==> src/rtl/seq_mul_pkg.sv <==
// Shared types and helpers for the iterative shift-add multiplier.
package seq_mul_pkg;

  localparam int unsigned WIDTH_MAX = 32;

  typedef enum logic [1:0] {
    StIdle,
    StCalc,
    StDone,
    StFix
  } state_e;

  // Counter must reach WIDTH, so it needs clog2(WIDTH+1) bits.
  function automatic int unsigned cnt_width(input int unsigned w);
    return $clog2(w + 1);
  endfunction

endpackage

==> src/rtl/seq_mul_datapath.sv <==
// Multiplicand/accumulator registers, the WIDTH-bit adder and the right shift.
// SEQ_MULTIPLIER_SIGNED_EN: capture operand magnitudes and the result sign on load.
module seq_mul_datapath
  import seq_mul_pkg::*;
#(
  parameter int unsigned WIDTH = 4
) (
  input  logic               clk,
  input  logic               rst_n,
  input  logic               load,
  input  logic               step,
  input  logic               negate,
  input  logic [WIDTH-1:0]   a,
  input  logic [WIDTH-1:0]   b,
  output logic [2*WIDTH-1:0] acc
);

  logic [WIDTH-1:0]   mcand_q, mcand_d;
  logic [2*WIDTH-1:0] acc_q, acc_d;
  logic               neg_q, neg_d;

  logic [WIDTH-1:0]   a_mag, b_mag;
  logic               neg_in;
  logic [WIDTH-1:0]   addend;
  logic [WIDTH:0]     sum;

`ifdef SEQ_MULTIPLIER_SIGNED_EN
  assign a_mag  = a[WIDTH-1] ? -a : a;
  assign b_mag  = b[WIDTH-1] ? -b : b;
  assign neg_in = a[WIDTH-1] ^ b[WIDTH-1];
`else
  assign a_mag  = a;
  assign b_mag  = b;
  assign neg_in = 1'b0;
`endif

  // Upper half plus carry; the carry lands in the MSB after the shift.
  assign addend = acc_q[0] ? mcand_q : '0;
  assign sum    = {1'b0, acc_q[2*WIDTH-1:WIDTH]} + {1'b0, addend};

  always_comb begin
    mcand_d = mcand_q;
    acc_d   = acc_q;
    neg_d   = neg_q;
    if (load) begin
      mcand_d = a_mag;
      acc_d   = {{WIDTH{1'b0}}, b_mag};
      neg_d   = neg_in;
    end else if (step) begin
      acc_d = {sum, acc_q[WIDTH-1:1]};
    end else if (negate && neg_q) begin
      acc_d = -acc_q;
    end
  end

  always_ff @(posedge clk or negedge rst_n) begin
    if (!rst_n) begin
      mcand_q <= '0;
      acc_q   <= '0;
      neg_q   <= 1'b0;
    end else begin
      mcand_q <= mcand_d;
      acc_q   <= acc_d;
      neg_q   <= neg_d;
    end
  end

  assign acc = acc_q;

endmodule

==> src/rtl/seq_multiplier.sv <==
// Iterative shift-add WIDTH x WIDTH multiplier with valid/ready on both sides.
// SEQ_MULTIPLIER_SIGNED_EN: two's complement operands, extra FIX cycle for the sign.
module seq_multiplier
  import seq_mul_pkg::*;
#(
  parameter int unsigned WIDTH = 4
) (
  input  logic               clk,
  input  logic               rst_n,
  input  logic               in_valid,
  output logic               in_ready,
  input  logic [WIDTH-1:0]   a,
  input  logic [WIDTH-1:0]   b,
  output logic               out_valid,
  input  logic               out_ready,
  output logic [2*WIDTH-1:0] product,
  output logic               busy
);

  localparam int unsigned CNT_W = cnt_width(WIDTH);

  state_e             state_q, state_d;
  logic [CNT_W-1:0]   cnt_q, cnt_d;
  logic [2*WIDTH-1:0] last_q, last_d;
  logic [2*WIDTH-1:0] acc;
  logic               load, step, negate;

  seq_mul_datapath #(
    .WIDTH (WIDTH)
  ) u_datapath (
    .clk    (clk),
    .rst_n  (rst_n),
    .load   (load),
    .step   (step),
    .negate (negate),
    .a      (a),
    .b      (b),
    .acc    (acc)
  );

  always_comb begin
    state_d = state_q;
    cnt_d   = cnt_q;
    last_d  = last_q;
    load    = 1'b0;
    step    = 1'b0;
    negate  = 1'b0;
    unique case (state_q)
      StIdle: begin
        if (in_valid) begin
          load    = 1'b1;
          cnt_d   = '0;
          state_d = StCalc;
        end
      end
      StCalc: begin
        step  = 1'b1;
        cnt_d = cnt_q + 1'b1;
        if (cnt_q == CNT_W'(WIDTH - 1)) begin
`ifdef SEQ_MULTIPLIER_SIGNED_EN
          state_d = StFix;
`else
          state_d = StDone;
`endif
        end
      end
      StFix: begin
        negate  = 1'b1;
        state_d = StDone;
      end
      StDone: begin
        // Keep the retired result visible until the next one completes.
        if (out_ready) begin
          last_d  = acc;
          state_d = StIdle;
        end
      end
      default: state_d = StIdle;
    endcase
  end

  always_ff @(posedge clk or negedge rst_n) begin
    if (!rst_n) begin
      state_q <= StIdle;
      cnt_q   <= '0;
      last_q  <= '0;
    end else begin
      state_q <= state_d;
      cnt_q   <= cnt_d;
      last_q  <= last_d;
    end
  end

  assign in_ready  = (state_q == StIdle);
  assign out_valid = (state_q == StDone);
  assign busy      = (state_q != StIdle);
  assign product   = (state_q == StDone) ? acc : last_q;

endmodule

==> config.mk <==
export PLATFORM = sky130hd
export DESIGN_NAME = seq_multiplier
export DESIGN_NICKNAME = d
export VERILOG_FILES = /design/src/rtl/seq_mul_pkg.sv /design/src/rtl/seq_mul_datapath.sv /design/src/rtl/seq_multiplier.sv
export SDC_FILE = /design/constraint.sdc
export NUM_CORES = 1
export LEC_CHECK = 0
export BUFFER_PORTS_ARGS = -buffer_cell sky130_fd_sc_hd__buf_4
export CORE_MARGIN = 2
export CORE_UTILIZATION = 35
export DETAILED_ROUTE_END_ITERATION = 8
export PLACE_DENSITY_LB_ADDON = 0.08
export SLEW_MARGIN = 30
export SYNTH_ARGS = -nofsm -noshare
export SYNTH_HDL_FRONTEND = slang
export SYNTH_HIERARCHICAL = 1
export SYNTH_SLANG_ARGS = --single-unit
==> constraint.sdc <==
create_clock -name clk -period 1.81 [get_ports clk]
set_clock_uncertainty 0.1 [all_clocks]
set_input_delay 0.362 -clock clk [delete_from_list [all_inputs] [get_ports clk]]
set_output_delay 0.362 -clock clk [all_outputs]
set_load 0.01 [all_outputs]
==> run_results.csv, run 1 <==
group,metric,value,unit
global_routing,grt_max_degree,26,
cells_and_area,antenna-diode-count,0,
job,cap_viol_max_count,0,
power_and_ir_drop,pwr-share-seq,32.7,%
sta,slew_violations,0,
clocking,clk_path_buf_depth,2,
worst_setup_path,arrival,1.41,ns
synthesis,ys_warn_count,6,
sta,period_share,104,%
cells_and_area,syn_to_final_growth,27.6,%
place,hpwl,1.83,mm
worst_setup_path,cp_max_fo,9,
global_routing,track_usage,13.6,%
clocking,tritoncts,"yes",
clocking,cts.root.buffer_cell,"clkbuf_8",
global_routing,grt_util_met3,2.53,%
outcome,status,"finished with violations",
die,io_pins,23,
global_routing,grt_use_met2,22.0,%
sta,clock.fmax,533,MHz
power_and_ir_drop,internal-power,1.99,mW
outcome,violations,"negative setup slack",
detailed_routing,drtPass1Iterations,4,
cells_and_area,drive_gt1_share,45.2,%
power_and_ir_drop,power.leakage,0.840,nW
worst_setup_path,start_kind,"register",
global_routing,antenna_found_initial,0,
sta,tns,-0.488,ns
die,die_h,66.7,um
detailed_routing,wl_per_cell,13.3,um
sta,finalHoldViolations,0,
worst_setup_path,end_kind,"primary output",
power_and_ir_drop,power_density,1730,nW/um^2
min_path,hp-class,"in -> reg",
power_and_ir_drop,swShare,34.4,%
clocking,h-tree-depth,1,
die,row_count,22,
synthesis,synthesis.area,1380,um^2
die,die_w,66.7,um
cells_and_area,final_cell_mix,"dfrtp_1, buf_4, mux2_2",
sta,slew_headroom,77.8,%
global_routing,gr-total-overflow,0,
detailed_routing,via_per_inst,4.82,
detailed_routing,route.detailed.drc,0,
place,port_buffers,22,
clocking,cts_buffers,3,
detailed_routing,routed_wirelength,2.58,mm
global_routing,grt-busiest-layer,"met2",
synthesis,syn_inst,114,
detailed_routing,drtIter0Drc,32,
power_and_ir_drop,clockPowerShare,11.1,%
worst_setup_path,path_class,"reg -> out",
clocking,clock_latency,0.27,ns
synthesis,synthesis.nets,133,
die,dieArea,4450,um^2
clocking,clk_pin_slew,0.09,ns
power_and_ir_drop,ir_drop,0.000804,V
worst_setup_path,rrSetupSlack,0.09,ns
die,start_util,37.0,%
global_routing,grt_use_met1,17.6,%
die,coreArea,3720,um^2
cells_and_area,postLayoutCoreUtil,47.2,%
clocking,clkSinkCount,25,
cells_and_area,nets,166,
sta,worst_slew_pin_slew,0.333,ns
sta,rsz0062_at_grt,"true",
sta,period_minus_slack,1.87,ns
power_and_ir_drop,p_switching,1.05,mW
synthesis,postSynthAreaPerCell,12.1,um^2
global_routing,grt_first_pass_wirelength,4.49,mm
place,routabilityCongestion,0.817,
global_routing,grt_pass1_vias,948,
power_and_ir_drop,combPwrFrac,56.2,%
cells_and_area,final_common_cell,"dfrtp_1",
detailed_routing,num_vias,936,
sta,finalWorstSetupSlack,-0.0646,ns
worst_setup_path,required,1.35,ns
detailed_routing,drtAntennaViolNets,0,
sta,setup_viol,8,
## registers in the layout, indices dropped and copies added (netlist names)
register and cells:
u_datapath/acc 8, u_datapath/mcand_q 4, last_q 8, cnt_q 3
state_q 2
## power groups by stage
stage / registers, mW / clock network (mW) / logic [mW]
2_1_floorplan: 0.967 / 0 / 1.11
6_report: 0.992 / 0.337 / 1.71
5_1_grt: 1.03 / 0.371 / 1.89
3_5_place_dp: 1.01 / 0 / 1.55
4_1_cts: 0.988 / 0.348 / 1.68
3_3_place_gp: 1.00 / 0 / 1.54
## routing by layer
layer  wire length [um]  vias to the layer above
li1                   -                      455
met1               1220                      448
met2               1160                       29
met3                150                        4
met4                 44                        0
met5                  0                        -
## path summary, 6_finish.rpt
kind | cells past startpoint | endpoint | startpoint
min in group asynchronous | 2 | u_datapath/acc[2] | rst_n
worst max-delay path | 4 | product[0] | state_q[0]
worst min register to register | 1 | u_datapath/mcand_q[3] | u_datapath/mcand_q[3]
worst max register to register | 6 | u_datapath/acc[6] | u_datapath/acc[0]
max in group asynchronous | 2 | state_q[1] | rst_n
worst min-delay path | 2 | state_q[1] | out_ready
## area by class of cell
| cell class | count | area [um^2] |
|---|---|---|
| inverter | 9 | 33.8 |
| sequential | 25 | 627 |
| fill | 350 | 1960 |
| tap | 48 | 60.1 |
| multi-input combinational | 75 | 696 |
| timing repair buffer | 33 | 293 |
| clock buffer | 4 | 45.0 |
## stage by stage
step | power [mW] | cells | hold WS, ns | area (um^2) | setup slack (ns)
after floorplan | 2.07 | 114 | -0.0336 | 1380 | 0.0225
after global placement | 2.54 | 186 | 0.190 | 1630 | 0.0630
after detailed placement | 2.56 | 186 | 0.186 | 1630 | -0.0124
after CTS | 3.02 | 193 | 0.184 | 1730 | -0.0758
after global routing | 3.30 | 194 | 0.202 | 1750 | -0.122
final | 3.04 | 194 | 0.179 | 1750 | -0.0646
## critical path: stages, from the launching register on
cell,delay [ns]
dfrtp_1,0.42
nor2b_4,0.14
buf_12,0.15
mux2_4,0.31
buf_6,0.12
## what timing repair did
item / CTS / global route
pin swaps: 0 / 1
gates resized for setup: 10 / 5
hold buffers: 1 / 0
setup buffers: 2 / 1
setup endpoints to repair: 12 / 19
hold endpoints to repair: 25 / 0
(Power assumes the default switching activity.)
==> run 2, diff against run 1 <==
==> constraint.sdc (replaced) <==
create_clock -name clk -period 1.81 [get_ports clk]
set_clock_uncertainty 0.1 [all_clocks]
set_input_delay 0.0905 -clock clk [delete_from_list [all_inputs] [get_ports clk]]
set_output_delay 0.0905 -clock clk [all_outputs]
set_load 0.01 [all_outputs]
==> run_results.csv, run 2 (synthesis results as in run 1) <==
group,metric,value,unit
outcome,status,"complete, no violations",
die,io_pins,23,
job,cap_viol_max_count,0,
power_and_ir_drop,finalPower,2.94,mW
global_routing,grt_util_met3,2.03,%
worst_setup_path,cp_max_fo,9,
die,row_count,22,
power_and_ir_drop,ir_drop,0.000851,V
detailed_routing,wl_per_cell,12.7,um
global_routing,grt_first_pass_wirelength,4.42,mm
cells_and_area,final_common_cell,"buf_4",
detailed_routing,via_per_inst,4.63,
global_routing,grt-busiest-layer,"met2",
sta,setup_viol,0,
power_and_ir_drop,power_density,1620,nW/um^2
worst_setup_path,reg2reg_to,"u_datapath/acc[6]",
detailed_routing,drtIter0Drc,36,
global_routing,grt_use_met2,20.6,%
cells_and_area,antenna-diode-count,0,
die,dieArea,4450,um^2
sta,period_share,94.9,%
global_routing,antenna_found_initial,0,
clocking,cts.root.buffer_cell,"clkbuf_8",
cells_and_area,drive_gt1_share,39.2,%
clocking,clkSinkCount,25,
clocking,clk_pin_slew,0.08,ns
sta,worst_slew_pin_slew,0.339,ns
sta,fin_hold_ws,0.162,ns
cells_and_area,syn_to_final_growth,31.7,%
clocking,clk_path_buf_depth,2,
worst_setup_path,arrival,1.53,ns
worst_setup_path,required,1.62,ns
clocking,cts_buffers,3,
place,hpwl,1.86,mm
sta,tns,0,ns
detailed_routing,num_vias,931,
min_path,hp-class,"in -> async",
detailed_routing,route.detailed.drc,0,
worst_setup_path,r2r_start,"u_datapath/acc[0]",
cells_and_area,postLayoutCoreUtil,48.7,%
place,routabilityCongestion,0.813,
sta,period_minus_slack,1.72,ns
clocking,h-tree-depth,1,
global_routing,grt_max_degree,26,
die,die_w,66.7,um
cells_and_area,nets,173,
worst_setup_path,rrSetupSlack,0.10,ns
worst_setup_path,path_class,"reg -> out",
detailed_routing,drtAntennaViolNets,0,
detailed_routing,drtPass1Iterations,4,
place,port_buffers,22,
global_routing,track_usage,13.6,%
detailed_routing,routed_wirelength,2.55,mm
sta,finalHoldViolations,0,
sta,slew_headroom,77.4,%
global_routing,gr-total-overflow,0,
power_and_ir_drop,power.leakage,0.865,nW
sta,clock.fmax,582,MHz
global_routing,grt_pass1_vias,936,
cells_and_area,final_cell_mix,"buf_4, dfrtp_1, mux2_2",
clocking,clock_latency,0.27,ns
worst_setup_path,rr_worst_depth,6,
die,start_util,37.0,%
worst_setup_path,start_kind,"register",
worst_setup_path,end_kind,"primary output",
sta,rsz0062_at_grt,"false",
clocking,tritoncts,"yes",
sta,slew_violations,0,
global_routing,grt_use_met1,18.7,%
die,coreArea,3720,um^2
cells_and_area,nFillCells,353,
die,die_h,66.7,um
## run 2: cell count changes in the layout (fill, tap and decap cells not counted), sizes merged
cell and delta:
dlygate4sd3 +10, buf -3
## run 2: where the power goes
group / internal [mW] / switching [mW] / total, mW / leakage [nW]
clock: 0.157 / 0.172 / 0.329 / 0.0228
combinational: 0.942 / 0.677 / 1.62 / 0.533
sequential: 0.825 / 0.165 / 0.990 / 0.309
## run 2: how the worst max path moves through the flow
stage                      startpoint               endpoint  cells after the start
finish                     state_q[0]             product[7]                      5
global route               state_q[1]      u_datapath/acc[6]                      7
CTS                 u_datapath/acc[0]      u_datapath/acc[7]                      7
detailed placement  u_datapath/acc[0]      u_datapath/acc[7]                      7
global placement    u_datapath/acc[0]      u_datapath/acc[6]                      6
floorplan                  state_q[0]  u_datapath/mcand_q[0]                      6
## run 2: per-stage QoR
step                worst slack [ns]  instance area (um^2)  instances
global route                  0.0110                  1810        201
detailed placement            0.0556                  1620        185
finish                        0.0923                  1810        201
CTS                           0.0260                  1790        201
global placement              0.0796                  1620        185
floorplan                     0.0225                  1380        114
## run 2: layout make-up
class,count,area [um^2],area share [%]
inverter,9,33.8,1.87
clock buffer,4,45.0,2.49
tap,48,60.1,3.32
timing repair buffer,40,353,19.5
sequential,25,626,34.6
multi-input combinational,75,693,38.3
## run 2: routing by layer
metal	share of wire, %	vias up
li1	-	467
met1	51	441
met2	44	19
met3	3.5	4
met4	1.7	0
met5	0	-
## run 2: critical path, stage by stage, from the launching register on
cell,delay (ns)
dfrtp_1,0.38
buf_4,0.16
nor2b_4,0.12
buf_12,0.15
mux2_4,0.30
buf_4,0.14
## run 2: timing repair
item,4_1_cts,5_1_grt
gates cloned,0,0
pin swaps,0,1
hold buffers,11,0
endpoints found under the hold margin,35,0
setup endpoints to repair,8,2
buffers inserted,1,0
gates resized for setup,0,3
==> run 3, diff against run 2 <==
--- a/config.mk
+++ b/config.mk
@@ -5,6 +5,7 @@
 export SDC_FILE = /design/constraint.sdc
 export NUM_CORES = 1
 export LEC_CHECK = 0
+export ABC_AREA = 1
 export BUFFER_PORTS_ARGS = -buffer_cell sky130_fd_sc_hd__buf_4
 export CORE_MARGIN = 2
 export CORE_UTILIZATION = 35
==> run_results.csv, run 3 <==
group,metric,value,unit
worst_setup_path,critical-path-top-delay-family,"simple AND/OR/NAND/NOR gates",
worst_setup_path,start_kind,"register",
worst_setup_path,cp_max_fo,17,
cells_and_area,drive_gt1_share,18.0,%
detailed_routing,via_per_inst,4.68,
power_and_ir_drop,ir_drop,0.000680,V
power_and_ir_drop,power_density,1520,nW/um^2
sta,slew_headroom,73.4,%
clocking,cts.root.buffer_cell,"clkbuf_8",
place,hpwl,2.15,mm
detailed_routing,drtAntennaViolNets,0,
clocking,cts_resized,0,
global_routing,gr-total-overflow,0,
die,start_util,36.8,%
job,cap_viol_max_count,0,
power_and_ir_drop,swShare,42.9,%
sta,tns,0,ns
worst_setup_path,max_stage_delay,0.46,ns
power_and_ir_drop,pwr-share-seq,37.1,%
worst_setup_path,slowest_stage,"dfrtp_1",
power_and_ir_drop,power.leakage,0.963,nW
cells_and_area,nets,231,
clocking,clk_pin_slew,0.08,ns
detailed_routing,routed_wirelength,2.90,mm
global_routing,antenna_found_initial,0,
worst_setup_path,path_class,"reg -> out",
min_path,min_from,"out_ready",
cells_and_area,postLayoutCoreUtil,46.6,%
clocking,cts_buffers,3,
place,port_buffers,22,
synthesis,postSynthAreaPerCell,7.72,um^2
sta,period_share,88.1,%
clocking,clock_latency,0.27,ns
cells_and_area,antenna-diode-count,0,
sta,clock.fmax,627,MHz
min_path,hp-class,"in -> reg",
worst_setup_path,r2r_start,"u_datapath/acc[0]",
sta,finalHoldViolations,0,
place,routabilityCongestion,0.869,
synthesis,synthesis.area,1360,um^2
detailed_routing,route.detailed.drc,0,
global_routing,grt_pass1_vias,1193,
worst_setup_path,required,1.62,ns
worst_setup_path,crit_top_cell,"nand2_1",
clocking,clkSinkCount,25,
die,die_w,66.3,um
worst_setup_path,crit_chain,"nor2_4 > nand2_1 > nand2_1 > buf_4",
synthesis,synthesis.nets,195,
synthesis,syn_inst,176,
cells_and_area,final_cell_mix,"nand2_1, dfrtp_1, buf_4",
die,dieArea,4400,um^2
worst_setup_path,arrival,1.40,ns
global_routing,grt_max_degree,26,
detailed_routing,wl_per_cell,11.2,um
detailed_routing,drtPass1Iterations,4,
detailed_routing,drtIter0Drc,62,
synthesis,ys_warn_count,6,
global_routing,grt_first_pass_wirelength,5.13,mm
sta,rsz0062_at_grt,"false",
die,coreArea,3690,um^2
sta,period_minus_slack,1.59,ns
global_routing,track_usage,15.3,%
die,die_h,66.3,um
power_and_ir_drop,internal-power,1.49,mW
worst_setup_path,cp-startpoint,"state_q[0]",
die,row_count,22,
sta,setup_viol,0,
die,io_pins,23,
sta,worst_slew_pin_slew,0.395,ns
power_and_ir_drop,combPwrFrac,50.2,%
power_and_ir_drop,p_switching,1.12,mW
clocking,tritoncts,"yes",
clocking,clk_path_buf_depth,2,
detailed_routing,num_vias,1211,
power_and_ir_drop,clockPowerShare,12.7,%
outcome,status,"complete, no violations",
cells_and_area,syn_to_final_growth,26.4,%
worst_setup_path,end_kind,"primary output",
worst_setup_path,crit_buf_inv,1,
clocking,h-tree-depth,1,
cells_and_area,final_common_cell,"nand2_1",
worst_setup_path,rrSetupSlack,0.26,ns
sta,slew_violations,0,
## run 3: changes by cell type in the layout (fill, tap and decap cells not counted), moves of 3 or more
cell and delta:
and2_1 -4, buf_4 -3, inv_1 +8, inv_2 +4, mux2_2 -13, mux2_4 -8, mux2i_1 -5, nand2_1 +76
nand3_1 +14, o21ai_0 +5, o21ai_1 -4
## run 3: routing by layer
metal | wire (um) | global-route usage [%] | share of wire, % | up-vias
li1 | - | - | - | 618
met1 | 1380 | 18.3 | 48 | 571
met2 | 1390 | 27.1 | 48 | 20
met3 | 105 | 2.73 | 3.6 | 2
met4 | 21 | 5.36 | 0.72 | 0
met5 | 0 | 0 | 0 | -
## run 3: through the flow
stage               cell area, um^2  setup slack [ns]  total power, mW  hold WS [ns]  instances
floorplan                      1360             0.258             1.85        -0.305        176
global placement               1570             0.301             2.25       -0.0826        245
detailed placement             1570             0.261             2.29       -0.0761        245
CTS                            1720             0.222             2.65        0.0149        259
global route                   1720             0.107             2.89        0.0249        259
finish                         1720             0.216             2.61        0.0169        259
## run 3: power groups by stage
stage / clock network, mW / logic (mW) / registers [mW]
after CTS: 0.348 / 1.33 / 0.971
after floorplan: 0 / 0.908 / 0.946
after detailed placement: 0 / 1.31 / 0.982
after global placement: 0 / 1.27 / 0.975
after global routing: 0.375 / 1.51 / 1.01
final: 0.331 / 1.31 / 0.969
## run 3: path summary, 6_finish.rpt
path                                              end  cells past startpoint
worst max-delay path                       product[0]                      4
worst min-delay path                       state_q[1]                      2
worst max register to register      u_datapath/acc[6]                      8
worst min register to register               cnt_q[2]                      2
max in group asynchronous       u_datapath/mcand_q[1]                      2
min in group asynchronous           u_datapath/acc[4]                      2
## run 3: worst register-to-register path, stage by stage (launching register included)
cell and delay (ns):
dfrtp_1 0.38, buf_4 0.16, nand2_1 0.05, inv_1 0.04
ha_1 0.34, a21oi_1 0.18, nand3_1 0.08, nand3_1 0.08
nand2_1 0.05
## run 3: area by class of cell
class / count / area (um^2)
timing repair buffer: 34 / 280
clock buffer: 3 / 41.3
clock inverter: 1 / 5.00
tap: 48 / 60.1
inverter: 21 / 78.8
multi-input combinational: 127 / 627
fill: 385 / 1970
sequential: 25 / 626
## run 3: timing repair
action                                 CTS  global route
hold buffers                            10             0
setup buffers                            0             0
endpoints found under the hold margin   34             0
setup endpoints to repair                0             0
